--- config.mk ---
export PLATFORM = sky130hd
export DESIGN_NAME = spi_xfer_arbiter_flat
export DESIGN_NICKNAME = d
export VERILOG_FILES = /design/src/rtl/spi_xfer_arbiter_if.sv /design/src/rtl/spi_xfer_arbiter.sv /design/src/flat_wrapper.sv
export SDC_FILE = /design/constraint.sdc
export NUM_CORES = 1
export LEC_CHECK = 0
export ABC_AREA = 1
export ABC_CLOCK_PERIOD_IN_PS = 1650
export CELL_PAD_IN_SITES_DETAIL_PLACEMENT = 0
export CELL_PAD_IN_SITES_GLOBAL_PLACEMENT = 1
export CORE_MARGIN = 10
export CORE_UTILIZATION = 21
export CTS_BUF_LIST = sky130_fd_sc_hd__clkbuf_4 sky130_fd_sc_hd__clkbuf_8
export CTS_CLUSTER_SIZE = 24
export DETAILED_ROUTE_END_ITERATION = 7
export GPL_ROUTABILITY_DRIVEN = 0
export GPL_TIMING_DRIVEN = 0
export PLACE_DENSITY_LB_ADDON = 0.05
export SYNTH_ARGS = -nofsm -noshare
export SYNTH_HDL_FRONTEND = slang
export SYNTH_SLANG_ARGS = --single-unit
--- constraint.sdc ---
create_clock -name HCLK -period 1.65 [get_ports HCLK]
set_input_delay 0.2475 -clock HCLK [delete_from_list [all_inputs] [get_ports HCLK]]
set_output_delay 0.2475 -clock HCLK [all_outputs]
set_load 0.01 [all_outputs]
--- src/rtl/spi_xfer_arbiter_if.sv ---
// Bundle of requester-side and SPI-core-side signals for the two-requester SPI transfer arbiter.
// The slave modport is the arbiter's view; master is the environment (requesters plus SPI core).
interface spi_xfer_arbiter_if;
  logic [1:0]  req_valid;
  logic [1:0]  req_ready;
  logic [1:0]  req_rd;
  logic [7:0]  req_cs;
  logic [63:0] req_cmd;
  logic [63:0] req_addr;
  logic [11:0] req_cmd_len;
  logic [11:0] req_addr_len;
  logic [31:0] req_data_len;
  logic [31:0] req_dummy;
  logic [63:0] tx_data;
  logic [1:0]  tx_valid;
  logic [1:0]  tx_ready;
  logic [31:0] rx_data;
  logic [1:0]  rx_valid;
  logic [1:0]  rx_ready;
  logic [1:0]  done;
  logic        done_err;
  logic [31:0] spi_cmd;
  logic [31:0] spi_addr;
  logic [5:0]  spi_cmd_len;
  logic [5:0]  spi_addr_len;
  logic [15:0] spi_data_len;
  logic [15:0] spi_dummy_rd;
  logic [15:0] spi_dummy_wr;
  logic [3:0]  spi_csreg;
  logic        spi_rd;
  logic        spi_wr;
  logic        spi_swrst;
  logic        spi_busy;
  logic [31:0] spi_data_tx;
  logic        spi_data_tx_valid;
  logic        spi_data_tx_ready;
  logic [31:0] spi_data_rx;
  logic        spi_data_rx_valid;
  logic        spi_data_rx_ready;

  modport slave (
    input  req_valid, req_rd, req_cs, req_cmd, req_addr, req_cmd_len, req_addr_len,
           req_data_len, req_dummy, tx_data, tx_valid, rx_ready, spi_busy,
           spi_data_tx_ready, spi_data_rx, spi_data_rx_valid,
    output req_ready, tx_ready, rx_data, rx_valid, done, done_err, spi_cmd, spi_addr,
           spi_cmd_len, spi_addr_len, spi_data_len, spi_dummy_rd, spi_dummy_wr, spi_csreg,
           spi_rd, spi_wr, spi_swrst, spi_data_tx, spi_data_tx_valid, spi_data_rx_ready
  );

  modport master (
    output req_valid, req_rd, req_cs, req_cmd, req_addr, req_cmd_len, req_addr_len,
           req_data_len, req_dummy, tx_data, tx_valid, rx_ready, spi_busy,
           spi_data_tx_ready, spi_data_rx, spi_data_rx_valid,
    input  req_ready, tx_ready, rx_data, rx_valid, done, done_err, spi_cmd, spi_addr,
           spi_cmd_len, spi_addr_len, spi_data_len, spi_dummy_rd, spi_dummy_wr, spi_csreg,
           spi_rd, spi_wr, spi_swrst, spi_data_tx, spi_data_tx_valid, spi_data_rx_ready
  );
endinterface

--- src/rtl/spi_xfer_arbiter.sv ---
// Round-robin arbiter sharing one SPI core between two requesters, with a per-transfer
// watchdog that resets the core and reports an errored completion on expiry.
module spi_xfer_arbiter #(
  parameter logic [15:0] TIMEOUT = 16'hFFFF
) (
  input logic           HCLK,
  input logic           HRESET,
  spi_xfer_arbiter_if.slave bus
);
  typedef enum logic [2:0] {IDLE, LOAD, START, WAIT_BSY, RUN, DONE} state_t;

  state_t      state_reg;
  logic        grant_reg;
  logic        last_grant_reg;
  logic [15:0] wdog_reg;
  logic [15:0] wdog_next;
  logic        timeout_hit;
  logic        pick;
  logic        active;

  logic [1:0]  req_ready_reg;
  logic [1:0]  done_reg;
  logic        done_err_reg;
  logic        spi_rd_reg;
  logic        spi_wr_reg;
  logic        spi_swrst_reg;
  logic [31:0] spi_cmd_reg;
  logic [31:0] spi_addr_reg;
  logic [5:0]  spi_cmd_len_reg;
  logic [5:0]  spi_addr_len_reg;
  logic [15:0] spi_data_len_reg;
  logic [15:0] spi_dummy_rd_reg;
  logic [15:0] spi_dummy_wr_reg;
  logic [3:0]  spi_csreg_reg;

  logic [31:0] cmd_arr      [2];
  logic [31:0] addr_arr     [2];
  logic [5:0]  cmd_len_arr  [2];
  logic [5:0]  addr_len_arr [2];
  logic [15:0] data_len_arr [2];
  logic [15:0] dummy_arr    [2];
  logic [3:0]  cs_arr       [2];
  logic [31:0] tx_arr       [2];
  logic [1:0]  tx_ready_c;
  logic [1:0]  rx_valid_c;

  generate
    for (genvar gi = 0; gi < 2; gi++) begin : g_req
      assign cmd_arr[gi]      = bus.req_cmd[gi*32 +: 32];
      assign addr_arr[gi]     = bus.req_addr[gi*32 +: 32];
      assign cmd_len_arr[gi]  = bus.req_cmd_len[gi*6 +: 6];
      assign addr_len_arr[gi] = bus.req_addr_len[gi*6 +: 6];
      assign data_len_arr[gi] = bus.req_data_len[gi*16 +: 16];
      assign dummy_arr[gi]    = bus.req_dummy[gi*16 +: 16];
      assign cs_arr[gi]       = bus.req_cs[gi*4 +: 4];
      assign tx_arr[gi]       = bus.tx_data[gi*32 +: 32];
    end
  endgenerate

  // On a tie the requester that did not go last wins; a lone requester always wins.
  assign pick        = (bus.req_valid == 2'b11) ? ~last_grant_reg : bus.req_valid[1];
  // Compare the post-increment count so the reset pulse lands TIMEOUT+1 cycles after START.
  assign wdog_next   = wdog_reg + 16'd1;
  assign timeout_hit = (wdog_next == TIMEOUT);
  assign active      = (state_reg == START) || (state_reg == WAIT_BSY) || (state_reg == RUN);

  always_ff @(posedge HCLK) begin
    if (HRESET) begin
      state_reg        <= IDLE;
      grant_reg        <= 1'b0;
      last_grant_reg   <= 1'b1;
      wdog_reg         <= '0;
      req_ready_reg    <= '0;
      done_reg         <= '0;
      done_err_reg     <= 1'b0;
      spi_rd_reg       <= 1'b0;
      spi_wr_reg       <= 1'b0;
      spi_swrst_reg    <= 1'b0;
      spi_cmd_reg      <= '0;
      spi_addr_reg     <= '0;
      spi_cmd_len_reg  <= '0;
      spi_addr_len_reg <= '0;
      spi_data_len_reg <= '0;
      spi_dummy_rd_reg <= '0;
      spi_dummy_wr_reg <= '0;
      spi_csreg_reg    <= '0;
    end else begin
      req_ready_reg <= '0;
      done_reg      <= '0;
      done_err_reg  <= 1'b0;
      spi_rd_reg    <= 1'b0;
      spi_wr_reg    <= 1'b0;
      spi_swrst_reg <= 1'b0;
      case (state_reg)
        IDLE: begin
          if (|bus.req_valid) begin
            grant_reg            <= pick;
            req_ready_reg[pick]  <= 1'b1;
            state_reg            <= LOAD;
          end
        end
        LOAD: begin
          spi_cmd_reg      <= cmd_arr[grant_reg];
          spi_addr_reg     <= addr_arr[grant_reg];
          spi_cmd_len_reg  <= cmd_len_arr[grant_reg];
          spi_addr_len_reg <= addr_len_arr[grant_reg];
          spi_data_len_reg <= data_len_arr[grant_reg];
          spi_csreg_reg    <= cs_arr[grant_reg];
          spi_dummy_rd_reg <= bus.req_rd[grant_reg] ? dummy_arr[grant_reg] : 16'd0;
          spi_dummy_wr_reg <= bus.req_rd[grant_reg] ? 16'd0 : dummy_arr[grant_reg];
          spi_rd_reg       <= bus.req_rd[grant_reg];
          spi_wr_reg       <= ~bus.req_rd[grant_reg];
          state_reg        <= START;
        end
        START: begin
          wdog_reg  <= '0;
          state_reg <= WAIT_BSY;
        end
        WAIT_BSY, RUN: begin
          wdog_reg <= wdog_next;
          if (timeout_hit) begin
            spi_swrst_reg       <= 1'b1;
            done_reg[grant_reg] <= 1'b1;
            done_err_reg        <= 1'b1;
            state_reg           <= DONE;
          end else if (state_reg == WAIT_BSY) begin
            if (bus.spi_busy) state_reg <= RUN;
          end else if (!bus.spi_busy) begin
            done_reg[grant_reg] <= 1'b1;
            state_reg           <= DONE;
          end
        end
        DONE: begin
          last_grant_reg <= grant_reg;
          state_reg      <= IDLE;
        end
        default: state_reg <= IDLE;
      endcase
    end
  end

  always_comb begin
    tx_ready_c = '0;
    rx_valid_c = '0;
    if (active) begin
      tx_ready_c[grant_reg] = bus.spi_data_tx_ready;
      rx_valid_c[grant_reg] = bus.spi_data_rx_valid;
    end
  end

  assign bus.tx_ready          = tx_ready_c;
  assign bus.rx_valid          = rx_valid_c;
  assign bus.rx_data           = bus.spi_data_rx;
  assign bus.spi_data_tx       = active ? tx_arr[grant_reg] : 32'd0;
  assign bus.spi_data_tx_valid = active & bus.tx_valid[grant_reg];
  assign bus.spi_data_rx_ready = active & bus.rx_ready[grant_reg];

  assign bus.req_ready    = req_ready_reg;
  assign bus.done         = done_reg;
  assign bus.done_err     = done_err_reg;
  assign bus.spi_rd       = spi_rd_reg;
  assign bus.spi_wr       = spi_wr_reg;
  assign bus.spi_swrst    = spi_swrst_reg;
  assign bus.spi_cmd      = spi_cmd_reg;
  assign bus.spi_addr     = spi_addr_reg;
  assign bus.spi_cmd_len  = spi_cmd_len_reg;
  assign bus.spi_addr_len = spi_addr_len_reg;
  assign bus.spi_data_len = spi_data_len_reg;
  assign bus.spi_dummy_rd = spi_dummy_rd_reg;
  assign bus.spi_dummy_wr = spi_dummy_wr_reg;
  assign bus.spi_csreg    = spi_csreg_reg;
endmodule

--- src/flat_wrapper.sv ---
// flat-port wrapper written by rule: the top's interface ports become plain ports
module spi_xfer_arbiter_flat 
#(
  parameter logic [15:0] TIMEOUT = 16'hFFFF
)
  (HCLK, HRESET, bus_req_valid, bus_req_rd, bus_req_cs, bus_req_cmd, bus_req_addr, bus_req_cmd_len, bus_req_addr_len, bus_req_data_len, bus_req_dummy, bus_tx_data, bus_tx_valid, bus_rx_ready, bus_spi_busy, bus_spi_data_tx_ready, bus_spi_data_rx, bus_spi_data_rx_valid, bus_req_ready, bus_tx_ready, bus_rx_data, bus_rx_valid, bus_done, bus_done_err, bus_spi_cmd, bus_spi_addr, bus_spi_cmd_len, bus_spi_addr_len, bus_spi_data_len, bus_spi_dummy_rd, bus_spi_dummy_wr, bus_spi_csreg, bus_spi_rd, bus_spi_wr, bus_spi_swrst, bus_spi_data_tx, bus_spi_data_tx_valid, bus_spi_data_rx_ready);
  spi_xfer_arbiter_if bus_i ();
  input logic HCLK;
  input logic HRESET;
  input wire logic [$bits(bus_i.req_valid)-1:0] bus_req_valid;
  input wire logic [$bits(bus_i.req_rd)-1:0] bus_req_rd;
  input wire logic [$bits(bus_i.req_cs)-1:0] bus_req_cs;
  input wire logic [$bits(bus_i.req_cmd)-1:0] bus_req_cmd;
  input wire logic [$bits(bus_i.req_addr)-1:0] bus_req_addr;
  input wire logic [$bits(bus_i.req_cmd_len)-1:0] bus_req_cmd_len;
  input wire logic [$bits(bus_i.req_addr_len)-1:0] bus_req_addr_len;
  input wire logic [$bits(bus_i.req_data_len)-1:0] bus_req_data_len;
  input wire logic [$bits(bus_i.req_dummy)-1:0] bus_req_dummy;
  input wire logic [$bits(bus_i.tx_data)-1:0] bus_tx_data;
  input wire logic [$bits(bus_i.tx_valid)-1:0] bus_tx_valid;
  input wire logic [$bits(bus_i.rx_ready)-1:0] bus_rx_ready;
  input wire logic [$bits(bus_i.spi_busy)-1:0] bus_spi_busy;
  input wire logic [$bits(bus_i.spi_data_tx_ready)-1:0] bus_spi_data_tx_ready;
  input wire logic [$bits(bus_i.spi_data_rx)-1:0] bus_spi_data_rx;
  input wire logic [$bits(bus_i.spi_data_rx_valid)-1:0] bus_spi_data_rx_valid;
  output wire logic [$bits(bus_i.req_ready)-1:0] bus_req_ready;
  output wire logic [$bits(bus_i.tx_ready)-1:0] bus_tx_ready;
  output wire logic [$bits(bus_i.rx_data)-1:0] bus_rx_data;
  output wire logic [$bits(bus_i.rx_valid)-1:0] bus_rx_valid;
  output wire logic [$bits(bus_i.done)-1:0] bus_done;
  output wire logic [$bits(bus_i.done_err)-1:0] bus_done_err;
  output wire logic [$bits(bus_i.spi_cmd)-1:0] bus_spi_cmd;
  output wire logic [$bits(bus_i.spi_addr)-1:0] bus_spi_addr;
  output wire logic [$bits(bus_i.spi_cmd_len)-1:0] bus_spi_cmd_len;
  output wire logic [$bits(bus_i.spi_addr_len)-1:0] bus_spi_addr_len;
  output wire logic [$bits(bus_i.spi_data_len)-1:0] bus_spi_data_len;
  output wire logic [$bits(bus_i.spi_dummy_rd)-1:0] bus_spi_dummy_rd;
  output wire logic [$bits(bus_i.spi_dummy_wr)-1:0] bus_spi_dummy_wr;
  output wire logic [$bits(bus_i.spi_csreg)-1:0] bus_spi_csreg;
  output wire logic [$bits(bus_i.spi_rd)-1:0] bus_spi_rd;
  output wire logic [$bits(bus_i.spi_wr)-1:0] bus_spi_wr;
  output wire logic [$bits(bus_i.spi_swrst)-1:0] bus_spi_swrst;
  output wire logic [$bits(bus_i.spi_data_tx)-1:0] bus_spi_data_tx;
  output wire logic [$bits(bus_i.spi_data_tx_valid)-1:0] bus_spi_data_tx_valid;
  output wire logic [$bits(bus_i.spi_data_rx_ready)-1:0] bus_spi_data_rx_ready;
  assign bus_i.req_valid = bus_req_valid;
  assign bus_i.req_rd = bus_req_rd;
  assign bus_i.req_cs = bus_req_cs;
  assign bus_i.req_cmd = bus_req_cmd;
  assign bus_i.req_addr = bus_req_addr;
  assign bus_i.req_cmd_len = bus_req_cmd_len;
  assign bus_i.req_addr_len = bus_req_addr_len;
  assign bus_i.req_data_len = bus_req_data_len;
  assign bus_i.req_dummy = bus_req_dummy;
  assign bus_i.tx_data = bus_tx_data;
  assign bus_i.tx_valid = bus_tx_valid;
  assign bus_i.rx_ready = bus_rx_ready;
  assign bus_i.spi_busy = bus_spi_busy;
  assign bus_i.spi_data_tx_ready = bus_spi_data_tx_ready;
  assign bus_i.spi_data_rx = bus_spi_data_rx;
  assign bus_i.spi_data_rx_valid = bus_spi_data_rx_valid;
  assign bus_req_ready = bus_i.req_ready;
  assign bus_tx_ready = bus_i.tx_ready;
  assign bus_rx_data = bus_i.rx_data;
  assign bus_rx_valid = bus_i.rx_valid;
  assign bus_done = bus_i.done;
  assign bus_done_err = bus_i.done_err;
  assign bus_spi_cmd = bus_i.spi_cmd;
  assign bus_spi_addr = bus_i.spi_addr;
  assign bus_spi_cmd_len = bus_i.spi_cmd_len;
  assign bus_spi_addr_len = bus_i.spi_addr_len;
  assign bus_spi_data_len = bus_i.spi_data_len;
  assign bus_spi_dummy_rd = bus_i.spi_dummy_rd;
  assign bus_spi_dummy_wr = bus_i.spi_dummy_wr;
  assign bus_spi_csreg = bus_i.spi_csreg;
  assign bus_spi_rd = bus_i.spi_rd;
  assign bus_spi_wr = bus_i.spi_wr;
  assign bus_spi_swrst = bus_i.spi_swrst;
  assign bus_spi_data_tx = bus_i.spi_data_tx;
  assign bus_spi_data_tx_valid = bus_i.spi_data_tx_valid;
  assign bus_spi_data_rx_ready = bus_i.spi_data_rx_ready;
  spi_xfer_arbiter #(.TIMEOUT(TIMEOUT)) u_core (.HCLK(HCLK), .HRESET(HRESET), .bus(bus_i));
endmodule
==> results of run 1 <==
critical path, stage by stage (launching register included):
cell	delay, ns
dfxtp_4	0.43
nor2_4	0.05
inv_4	0.06
nor2_4	0.04
nor2_4	0.09
inv_2	0.06
nor2_4	0.14
clkinv_4	0.10
buf_6	0.14
clkbuf_16	0.16
nand2_2	0.06
inv_2	0.03
buf_6	0.11
stage by stage:
stage	utilization [%]	total power, W	instance area, µm²
floorplan	-	0.00690	7790
global placement	36.7	0.0103	13400
detailed placement	36.7	0.0103	13400
CTS	40.2	0.0143	14700
global route	43.5	0.0162	15900
finish	43.5	0.0153	15900
report_power, final:
| part | total (W) | switching [W] | leakage [nW] | internal [W] |
|---|---|---|---|---|
| clock | 0.00307 | 0.00160 | 0.203 | 0.00147 |
| combinational | 0.00749 | 0.00355 | 5.81 | 0.00394 |
| sequential | 0.00473 | 0.000358 | 1.29 | 0.00437 |
layout make-up:
type / count / area [µm²] / area share [%]
Tap cell: 468 / 586 / 3.67
Multi-Input combinational cell: 810 / 4440 / 27.8
Clock inverter: 10 / 116 / 0.730
Clock buffer: 22 / 284 / 1.78
Buffer: 111 / 1040 / 6.52
Antenna cell: 9 / 22.5 / 0.141
Inverter: 81 / 333 / 2.09
Sequential cell: 156 / 3160 / 19.8
Timing Repair Buffer: 582 / 5960 / 37.4
metal layers:
layer / share of wire (%) / wire [µm] / GRT usage (%)
met5: 0.27 / 127 / 0
met4: 2.1 / 980 / 5.83
met3: 8.5 / 4060 / 8.79
met2: 53 / 25400 / 36.5
met1: 36 / 17200 / 20.1
cells by family (layout without fill, tap and decap cells):
logic type | Yosys count | count (layout) | share of synthesized area [%]
adders and majority gates | 2 | 2 | 0.322
buffers and inverters | 195 | 806 | 11.3
muxes | 13 | 13 | 1.67
and+or+nand+nor | 543 | 543 | 28.6
DFF | 156 | 156 | 40.2
AOI/OAI and AO/OA | 252 | 252 | 18.0
other | 0 | 9 | 0
Yosys cell counts, drive strengths merged:
cell type / n
buf: 48
a31o: 1
a31oi: 96
dfxtp: 156
clkbuf: 66
ha: 2
a21oi: 22
nand3b: 1
o21ai: 130
or2: 3
nand4: 8
inv: 79
mux2i: 13
nor2: 41
clkinv: 2
nand3: 53
nor3: 4
o31ai: 1
nand2: 433
a32o: 2
what timing repair did:
item | 4_1_cts | 5_1_grt
buffers inserted | 29 | 28
gates resized for setup | 573 | 291
endpoints found under the setup margin | 319 | 189
pin swaps | 7 | 22
hold buffers | 0 | 0
gates cloned | 8 | 14
final timing paths:
kind                                               to  slack [ns]
max                                bus_spi_data_tx[8]       -0.55
min               u_core.bus.spi_cmd[16]$_SDFFE_PP0P_        0.33
max reg2reg          u_core.state_reg[2]$_SDFFE_PP0P_       -0.21
min reg2reg  u_core.bus.spi_dummy_rd[14]$_SDFFE_PP0P_        0.47
==> impl_metrics.ini, run 1 <==
[sta]
setup_tns_ns = -24.02
tightest_slew_ns = 0.598
rsz0062_at_grt = yes
slew_headroom_pct = 60.1
final.setup.worst_slack_ns = -0.550
max_freq_ghz = 0.455
hold_slack_ns = 0.327
period_share_pct = 133
hold_viol = 0
fin_skew_ns = 0.0152
finalSetupViolations = 133
maxSlewViolCount = 0
min_period_ns = 2.20

[status]
status = complete, but fails checks
violations = setup timing

[floorplan]
die_h_um = 212
initial_core_util_pct = 21.2
die_x_um = 212
die-area_um2 = 45100
num_rows = 70
io_pins = 539
core_region_area_um2 = 36600

[finish]
area_growth_pct = 105
final_nets = 2094
fin_cells = 2249
drive_gt1_share_pct = 24.8
nFillCells = 3865
layout_common_cells = nand2_1 (384), clkdlybuf4s50_1 (334), dfxtp_1 (141), dlygate4sd2_1 (132), a31oi_1 (92)
final_common_cell = nand2_1

[placed_design]
pre_cts_ws_ns = -0.957
dp.final_hpwl_mm = 37.3
port_buffers = 506
dp_cells = 2135

[power]
peakVddDrop_uv = 489
p_leak_nw = 7.30
power_density_nw_per_um2 = 959

[routing]
routed_via_density = 4.38
remaining_drc_errors = 0
wl_per_cell_um = 21.2
routed_wl_mm = 47.7
drtPass1Iterations = 5
vias = 9852
ant_nets = 0
drtIter0Drc = 470

[clock_tree]
cts_tree = built
cts_num_sinks = 156
cts_buffers = 17
clk_pin_slew_ns = 0.10
clock_latency_ns = 0.48
cts_htree_levels = 4
cts_root_buf = clkbuf_8
clockBufferDepth = 2

[hold_path]
hp-class = input pin to register
hold-path-cell-count = 3
hp-start = bus_req_cmd[16]

[setup_path]
cp-end-kind = primary output
crit_start = u_core.state_reg[0]$_SDFFE_PP0P_
r2r_start = u_core.wdog_reg[1]$_SDFFE_PP0P_
cp_max_fo = 5
critPathKind = register to primary output
worstSetupStartpointType = register
cp.arrival_ns = 1.95
crit_required_ns = 1.40
rr_worst_depth = 12

[grt]
gr-usage-all-layers_pct = 20.0
grt_max_degree = 17
antenna_found_initial = 19
grt_pass1_vias = 9985
grt_pass1_wl_mm = 66.2
grt.overflow.total = 0

[yosys]
yosysSeqAreaShare_pct = 40.2
postSynthNetCount = 1496
synth_area_um2 = 7770
syn_area_per_cell_um2 = 6.70
synth_seq_cells = 156
yosys_warnings = 0
synth_cells = 1161
synth_top_cell_area_share_pct = 40.2
synth.distinct_cells = 31
yosys-top-cells-area = dfxtp_1 (40%), nand2_1 (21%), o21ai_0 (8.3%), a31oi_1 (7.7%), inv_1 (3.6%)
yosys.area.top_type = dfxtp_1

[flow_run]
maxCapViolations = 0
(Power assumes the default switching activity.)
==> run 2: changes to the inputs <==
Settings changed: PLACE_DENSITY_LB_ADDON 0.05 to 0.1.
==> run 2 against run 1 <==
Effect of this change:
- the run still ends with setup timing left
- final cell count down 1.2%
- first-iteration DRC count up 7.9%
- worst hold slack better by 0.0035 ns
- critical path type unchanged
- highest routed layer unchanged
==> impl_metrics.ini, run 2 (synthesis results as in run 1) <==
[clock_tree]
clockBufferDepth = 2
cts_buffers = 17
cts_htree_levels = 4
cts_tree = built
cts_num_sinks = 156
clock_latency_ns = 0.48
clk_pin_slew_ns = 0.10
cts_root_buf = clkbuf_8

[placed_design]
placedInstanceArea_um2 = 13400
port_buffers = 506
dp.final_hpwl_mm = 38.3

[setup_path]
crit_start = u_core.state_reg[1]$_SDFFE_PP0P_
critPathKind = register to primary output
cp-end-kind = primary output
cp.arrival_ns = 1.95
cp_max_fo = 5
crit_required_ns = 1.40
rr_worst_depth = 14
r2r_start = u_core.wdog_reg[0]$_SDFFE_PP0P_
worstSetupStartpointType = register

[power]
internal_power_w = 0.00927
peakVddDrop_uv = 472
power.switching_w = 0.00528
power_frac_clock_pct = 22.1
switching_share_pct = 36.3
power_frac_seq_pct = 32.3
p_comb_share_pct = 45.6
power_density_nw_per_um2 = 951
p_leak_nw = 7.24
finalPower_w = 0.0145

[hold_path]
hp-class = input pin to register
hp-start = bus_req_cmd[4]
hold-path-cell-count = 3

[grt]
gr-usage-all-layers_pct = 20.1
grt_pass1_wl_mm = 66.9
grt_max_degree = 17
grt.overflow.total = 0
antenna_found_initial = 11
grt_pass1_vias = 9853

[finish]
fin_area_um2 = 15300
fin_util_pct = 41.8
drive_gt1_share_pct = 20.3
final_common_cell = nand2_1
seq_area_um2 = 3160
layout_common_cells = nand2_1 (401), clkdlybuf4s50_1 (338), dfxtp_1 (142), dlygate4sd2_1 (106), a31oi_1 (96)
nFillCells = 3853
area_growth_pct = 96.7
final_nets = 2073
multi_input_area_um2 = 4130

[sta]
hold_viol = 0
slew_headroom_pct = 66.0
maxSlewViolCount = 0
tightest_slew_ns = 0.509
min_period_ns = 2.19
finalSetupViolations = 44
fin_skew_ns = 0.0153
final.setup.worst_slack_ns = -0.544
rsz0062_at_grt = yes
max_freq_ghz = 0.456
period_share_pct = 133

[routing]
ant_nets = 0
routed_wl_mm = 48.4
drtPass1Iterations = 5
drtIter0Drc = 507
wl_per_cell_um = 21.8
remaining_drc_errors = 0
routed_via_density = 4.42
vias = 9821

[floorplan]
core_region_area_um2 = 36600
io_pins = 539
initial_core_util_pct = 21.2
die_x_um = 212
die-area_um2 = 45100
die_h_um = 212
num_rows = 70

[status]
violations = setup timing
status = complete, but fails checks

[flow_run]
maxCapViolations = 0
[run 2: cell count changes in the layout (fill, tap and decap cells not counted), sizes merged, moves of 2 or more]
cell / delta
diode: -4
dlygate4sd2: -26
clkdlybuf4s15: +19
clkdlybuf4s50: +4
clkinvlp: +3
clkinv: -4
buf: -29
inv: +2
clkbuf: -13
dlymetal6s2s: +22
[run 2: critical path, cell delays in order, from the launching register on]
cell      delay [ns]
dfxtp_4         0.38
nor2_4          0.11
clkinv_2        0.09
nor2_4          0.13
nor2_4          0.05
inv_4           0.06
nor2_4          0.04
inv_4           0.09
buf_12          0.13
buf_12          0.11
buf_12          0.10
nand2_2         0.04
inv_2           0.05
buf_6           0.10
[run 2: final cells by class]
type                    instances  share of cell area [%]
well taps                     468                    3.83
clock buffers                  19                    1.67
diodes                          5                  0.0818
inverters                      81                    2.17
plain buffers                 111                    6.14
clock inverters                12                    1.08
flip-flops and latches        156                    20.6
repair buffers                561                    37.4
multi-input cells             810                    27.0
[run 2: path summary, 6_finish.rpt]
path	slack, ns	to
hold / removal	0.33	u_core.bus.spi_cmd[4]$_SDFFE_PP0P_
setup reg to reg	-0.17	u_core.state_reg[0]$_SDFFE_PP0P_
setup / recovery	-0.54	bus_spi_data_rx_ready
hold reg to reg	0.47	u_core.bus.spi_dummy_rd[5]$_SDFFE_PP0P_
[run 2: stage by stage]
stage	setup WS [ns]	hold WS, ns	instances	TNS, ns
6_report	-0.544	0.331	2223	-18.86
2_1_floorplan	-0.0113	0.408	1161	-0.0113
3_5_place_dp	-1.13	0.460	2135	-140.96
3_3_place_gp	-1.12	0.455	2135	-134.95
4_1_cts	-0.628	0.295	2192	-20.49
5_1_grt	-0.641	0.318	2218	-23.83
[run 2: power groups by stage]
stage / combinational [W] / clock [W] / sequential, W
final: 0.00664 / 0.00321 / 0.00470
after global routing: 0.00713 / 0.00342 / 0.00477
after CTS: 0.00606 / 0.00330 / 0.00467
after detailed placement: 0.00559 / 0 / 0.00475
after global placement: 0.00563 / 0 / 0.00473
after floorplan: 0.00191 / 0 / 0.00499
[run 2: repair_timing]
item                       in CTS  in global routing
gates cloned                    3                 11
hold endpoints to repair        0                  0
pin swaps                      17                 19
setup buffers                  24                 18
setup endpoints to repair     293                203
resized for setup             456                227
hold buffers                    0                  0
[run 2: per-layer routing]
metal,GRT usage (%),vias up,wire (µm)
met1,21.7,4580,18600
met4,2.93,14,320
met3,7.42,27,3710
met2,37.1,266,25700
met5,0,-,96
li1,-,4934,-
